**config.mk**
```make
export PLATFORM = sky130hd
export DESIGN_NAME = memory_arbiter
export DESIGN_NICKNAME = d
export VERILOG_FILES = /design/src/rtl/memory_arbiter.sv
export SDC_FILE = /design/constraint.sdc
export NUM_CORES = 1
export LEC_CHECK = 0
export BUFFER_PORTS_ARGS = -buffer_cell sky130_fd_sc_hd__buf_2
export CAP_MARGIN = 20
export CORE_MARGIN = 3
export CORE_UTILIZATION = 25
export DETAILED_ROUTE_END_ITERATION = 7
export PLACE_DENSITY_LB_ADDON = 0.12
export SLEW_MARGIN = 20
export SYNTH_ARGS = -nofsm -noshare
export SYNTH_HDL_FRONTEND = slang
export SYNTH_SLANG_ARGS = --single-unit
export TNS_END_PERCENT = 100
```
**constraint.sdc**
```tcl
create_clock -name clock -period 0.8 [get_ports clock]
set_input_delay 0.04 -clock clock [delete_from_list [all_inputs] [get_ports clock]]
set_output_delay 0.04 -clock clock [all_outputs]
set_load 0.05 [all_outputs]
```
**src/rtl/memory_arbiter.sv**
```systemverilog
// memory_arbiter: shares one single-port synchronous RAM between port A (CPU) and port B (display, fixed priority).
// Define MEMORY_ARBITER_STARVATION_GUARD_EN to force port A through after WAIT_LIMIT consecutive blocked cycles.
module memory_arbiter #(
    parameter int ADDRESS_WIDTH = 16,
    parameter int DATA_WIDTH    = 16,
    parameter int WAIT_LIMIT    = 8
) (
    input  logic                     clock,
    input  logic                     reset,
    input  logic                     request_a,
    input  logic                     write_enable_a,
    input  logic [ADDRESS_WIDTH-1:0] address_a,
    input  logic [DATA_WIDTH-1:0]    write_data_a,
    input  logic                     request_b,
    input  logic                     write_enable_b,
    input  logic [ADDRESS_WIDTH-1:0] address_b,
    input  logic [DATA_WIDTH-1:0]    write_data_b,
    output logic                     grant_a,
    output logic                     grant_b,
    output logic                     read_valid_a,
    output logic                     read_valid_b,
    output logic [DATA_WIDTH-1:0]    read_data_a,
    output logic [DATA_WIDTH-1:0]    read_data_b,
    output logic [ADDRESS_WIDTH-1:0] memory_address,
    output logic                     memory_write_enable,
    output logic [DATA_WIDTH-1:0]    memory_write_data,
    input  logic [DATA_WIDTH-1:0]    memory_read_data
);
    logic force_a;
    logic pending_valid;
    logic pending_owner_b;

    if (WAIT_LIMIT < 1 || WAIT_LIMIT > 255) begin : g_bad_wait_limit
        $error("memory_arbiter: WAIT_LIMIT must be in 1..255");
    end

`ifdef MEMORY_ARBITER_STARVATION_GUARD_EN
    localparam int WAIT_WIDTH = $clog2(WAIT_LIMIT + 1);
    logic [WAIT_WIDTH-1:0] wait_count;
    assign force_a = request_a && (wait_count == WAIT_WIDTH'(WAIT_LIMIT));
    always_ff @(posedge clock or posedge reset) begin
        if (reset)
            wait_count <= '0;
        else if (!request_a || grant_a)
            wait_count <= '0;
        else if (wait_count != WAIT_WIDTH'(WAIT_LIMIT))
            wait_count <= wait_count + WAIT_WIDTH'(1);
    end
`else
    assign force_a = 1'b0;
`endif

    // Grants are held low throughout reset so nothing reaches the RAM.
    always_comb begin
        grant_b             = !reset && request_b && !force_a;
        grant_a             = !reset && request_a && !grant_b;
        memory_address      = grant_b ? address_b : address_a;
        memory_write_data   = grant_b ? write_data_b : write_data_a;
        memory_write_enable = (grant_a && write_enable_a) || (grant_b && write_enable_b);
    end

    always_ff @(posedge clock or posedge reset) begin
        if (reset) begin
            pending_valid   <= 1'b0;
            pending_owner_b <= 1'b0;
        end else begin
            pending_valid   <= (grant_a && !write_enable_a) || (grant_b && !write_enable_b);
            pending_owner_b <= grant_b;
        end
    end

    assign read_valid_a = pending_valid && !pending_owner_b;
    assign read_valid_b = pending_valid && pending_owner_b;
    assign read_data_a  = memory_read_data;
    assign read_data_b  = memory_read_data;
endmodule

```
=== After elaboration in Yosys (flattened, before gate mapping) ===
Cells that the tools add are included.

* Register bits after elaboration: 2
* Bits of input ports: 86
* Output and inout bits: 69
* Logic and storage cells: 20

* Mux-type cells: 2
* Reductions and logical operators: 16

{| class="wikitable"
|+ Operator list
! cell !! number
|-
| 16-bit two-way mux || 2
|-
| 1-bit logical AND || 9
|-
| 1-bit zero test || 5
|-
| 1-bit logical OR || 2
|}

=== Longest topological paths before layout ===
* Depth after elaboration: 6
* Depth in mapped cells: 5
* Mapped depth without buffers: 3

=== Worst setup path before layout ===
OpenSTA, ideal clock, no wires.

* Path kind: input port to output port
* Start point: input port reset
* End point: output port memory_write_enable
* Arrival: 1130 ps
* Required time: 760 ps
* Path slack: -370 ps
* Cell stages on the path: 5
* Buffers on the path: 2
* Cells stage by stage: nand2b_4 > buf_6 > buf_12 > inv_2 > a32o_1

* Word-level cells in the longest chain between the ends: 6
* Elaborated cells between the ends (all ways): 8
* Classes of those cells: reduce/logical: 8

{| class="wikitable"
|+ Ends and longest elaborated chain
! item !! line !! RTL
|-
| from (decl) || 9 || <nowiki>input logic reset,</nowiki>
|-
| 1-bit zero test (no line) * || - ||
|-
| 1-bit logical AND * || 55 || <nowiki>grant_b = !reset && request_b && !force_a;</nowiki>
|-
| named net grant_b || 19 || <nowiki>output logic grant_b,</nowiki>
|-
| 1-bit zero test || 56 || <nowiki>grant_a = !reset && request_a && !grant_b;</nowiki>
|-
| 1-bit logical AND || 56 ||
|-
| 1-bit logical AND || 59 || <nowiki>memory_write_enable = (grant_a && write_enable_a) || (grant_b && write_enable_b);</nowiki>
|-
| 1-bit logical OR * || 59 ||
|-
| to (decl) || 25 || <nowiki>output logic memory_write_enable,</nowiki>
|}

The timed path passes the listed nets; every way through them passes the cells marked *.

=== Worst setup path in the final report ===
* Start point: input port reset
* End point: output port memory_write_data[15]

* Word-level cells in the longest chain between the ends: 3

{| class="wikitable"
|+ Ends and longest elaborated chain
! item !! line !! RTL
|-
| 1-bit zero test (no line) || - ||
|-
| 1-bit logical AND || 55 ||
|-
| 16-bit two-way mux || 58 || <nowiki>memory_write_data = grant_b ? write_data_b : write_data_a;</nowiki>
|-
| to (decl) || 26 || <nowiki>output logic [DATA_WIDTH-1:0] memory_write_data,</nowiki>
|}

No other way between the ends.

==> impl_metrics.ini <==
[logic_synthesis]
syn_area_um2 = 896
ys_ff_latch = 2
synth.distinct_cells = 15
yosys_warnings = 0
syn_avg_cell_area_um2 = 11.2
synth_nets = 166
yosysTopAreaCell = mux2_4
yosysSeqAreaShare_pct = 5.59
synth_area_leaders = mux2_4 47%, buf_4 27%, buf_12 6.7%
synth_top_area_share_pct = 46.9
synthCells = 80

[worst_setup_path]
endpoint_kind = primary output
crit_path_max_fanout = 11
crit_arrival_ns = 0.98
worst_ep_required_time_ns = 0.76
worstSetupStartpointType = input port
path_class = in2out

[clocking]
clockBufferDepth = 2
numCtsBuffers = 3
path_clk_slew_ns = 0.03
ctsHtreeMaxLevel = 1
cts_tree = built
cts.sinks = 2
cts-root-buf = clkbuf_4

[place]
dp_hpwl_um = 2140
port_buffers = 106
dpl.cell_count = 202
place_congestion = 0.606
postPlaceCellArea_mm2 = 0.00125

[worst_hold_path]
hold_class = in2reg
hp-start = write_enable_b
holdPathStages = 2
worst_hold_path.endpoint = pending_valid

[global_route]
antenna_found_initial = 0
grt_pass1_wl_um = 3930
grt_max_degree = 12
grt_usage_pct = 11.5
grt_pass1_vias = 886
grt.overflow.total = 0

[timing]
final_max_slew_viol_count = 0
fin_ws_ns = -0.216
fmax_mhz = 984
grt_setup_unrepaired = true
fin_crit_ns = 1.02
relSlewSlack_pct = 90.2
worst_slew_pin_slew_ns = 0.145
fin_crit_sh_pct = 127
finalHoldViolCount = 0
final.setup.tns_ns = -6.73
setup_viol = 36
holdWs_ns = 0.0484

[floorplan]
fp-row-count = 21
die_area_mm2 = 0.00434
floorplan.initialDensity_pct = 26.4
die_height_um = 65.9
ios = 155
core_area_mm2 = 0.00339
die_x_um = 65.9

[drt]
drc = 0
ant_nets = 0
finalWirelength_um = 2730
vias_per_cell = 4.22
wl_per_cell_um = 13.1
drtPass1Iterations = 2
drt_iter0_markers = 6
routed-via-count = 878

[final_layout]
final_cell_mix = 67 x buf_2, 34 x buf_6, 31 x mux2_4
num-nets-final = 250
layout-drive-gt1-share_pct = 95.1
layout_commonest_cell = buf_2
area_growth_pct = 80.6
finalInstanceArea_mm2 = 0.00162
antenna_cells = 0
fill_cells = 311
stdcell_count = 208
final_util_pct = 47.7

[power]
max-vdd-ir-drop_uv = 420
power.density_mw_per_mm2 = 1070
leakagePower_uw = 0.000939

[flow_run]
maxCapViolCount = 0

[outcome]
outcome = complete, but fails checks
violations = negative setup slack
-- timing repair --
item | CTS | global route
setup buffers | 1 | 0
setup endpoints to repair | 37 | 37
hold endpoints to repair | 2 | 0
hold buffers | 1 | 0
pin swaps | 2 | 0
gates cloned | 1 | 0
resized for setup | 82 | 10
-- stage by stage --
stage	setup slack (ns)	total power (uW)
after CTS	-0.238	1710
final	-0.216	1720
after detailed placement	-0.273	1230
after global routing	-0.247	1830
after global placement	-0.263	1230
after floorplan	-0.0774	1380
-- cells in the mapped netlist (all sizes together) --
master / n
nand2b: 1
o21ai: 1
inv: 2
a32o: 1
or4b: 1
nor2: 1
nor2b: 1
buf: 36
dfrtp: 2
and2: 2
mux2: 32
-- worst max path at each step --
stage                from               endpoint  slack, ns  depth (start not counted)
finish              reset  memory_write_data[15]      -0.22                          5
global route        reset  memory_write_data[15]      -0.25                          5
CTS                 reset  memory_write_data[13]      -0.24                          5
detailed placement  reset  memory_write_data[15]      -0.27                          5
global placement    reset  memory_write_data[15]      -0.26                          5
floorplan           reset    memory_write_enable      -0.08                          5
-- cell type report --
class	instances	area, um^2	area share (%)
repair buffers	115	918	56.8
multi-input cells	40	549	34.0
clock buffers	3	22.5	1.39
well taps	46	57.6	3.56
flip-flops and latches	2	50.0	3.09
inverters	2	20.0	1.24
-- critical path, stage by stage --
cell and delay [ns]:
buf_6 0.07, nand2b_4 0.19, buf_12 0.17, mux2_2 0.34
buf_6 0.15
-- metal layers --
metal / global-route usage, % / part of all wire (%)
met1: 10.9 / 29
met2: 22.2 / 57
met3: 3.40 / 13
met4: 5.18 / 0.48
met5: 0 / 0
-- state kept, by name, indices dropped and copies added (netlist names) --
signal,flops
pending_owner_b,1
pending_valid,1
-- power by group --
group          internal, uW  total [uW]  switching [uW]
Combinational           659        1390             736
Clock                   165         217            52.2
Sequential              108         111            3.90
-- cell families (layout without fill, tap and decap cells) --
family / count (synthesis) / in the layout / share of synthesized area, %
buffers and inverters: 38 / 120 / 35.6
multiplexers: 32 / 32 / 52.0
flip-flops: 2 / 2 / 5.59
AO/OA/AOI/OAI: 2 / 2 / 1.68
AND/OR/NAND/NOR: 6 / 6 / 5.17
Power figures use the tool's default switching activity.
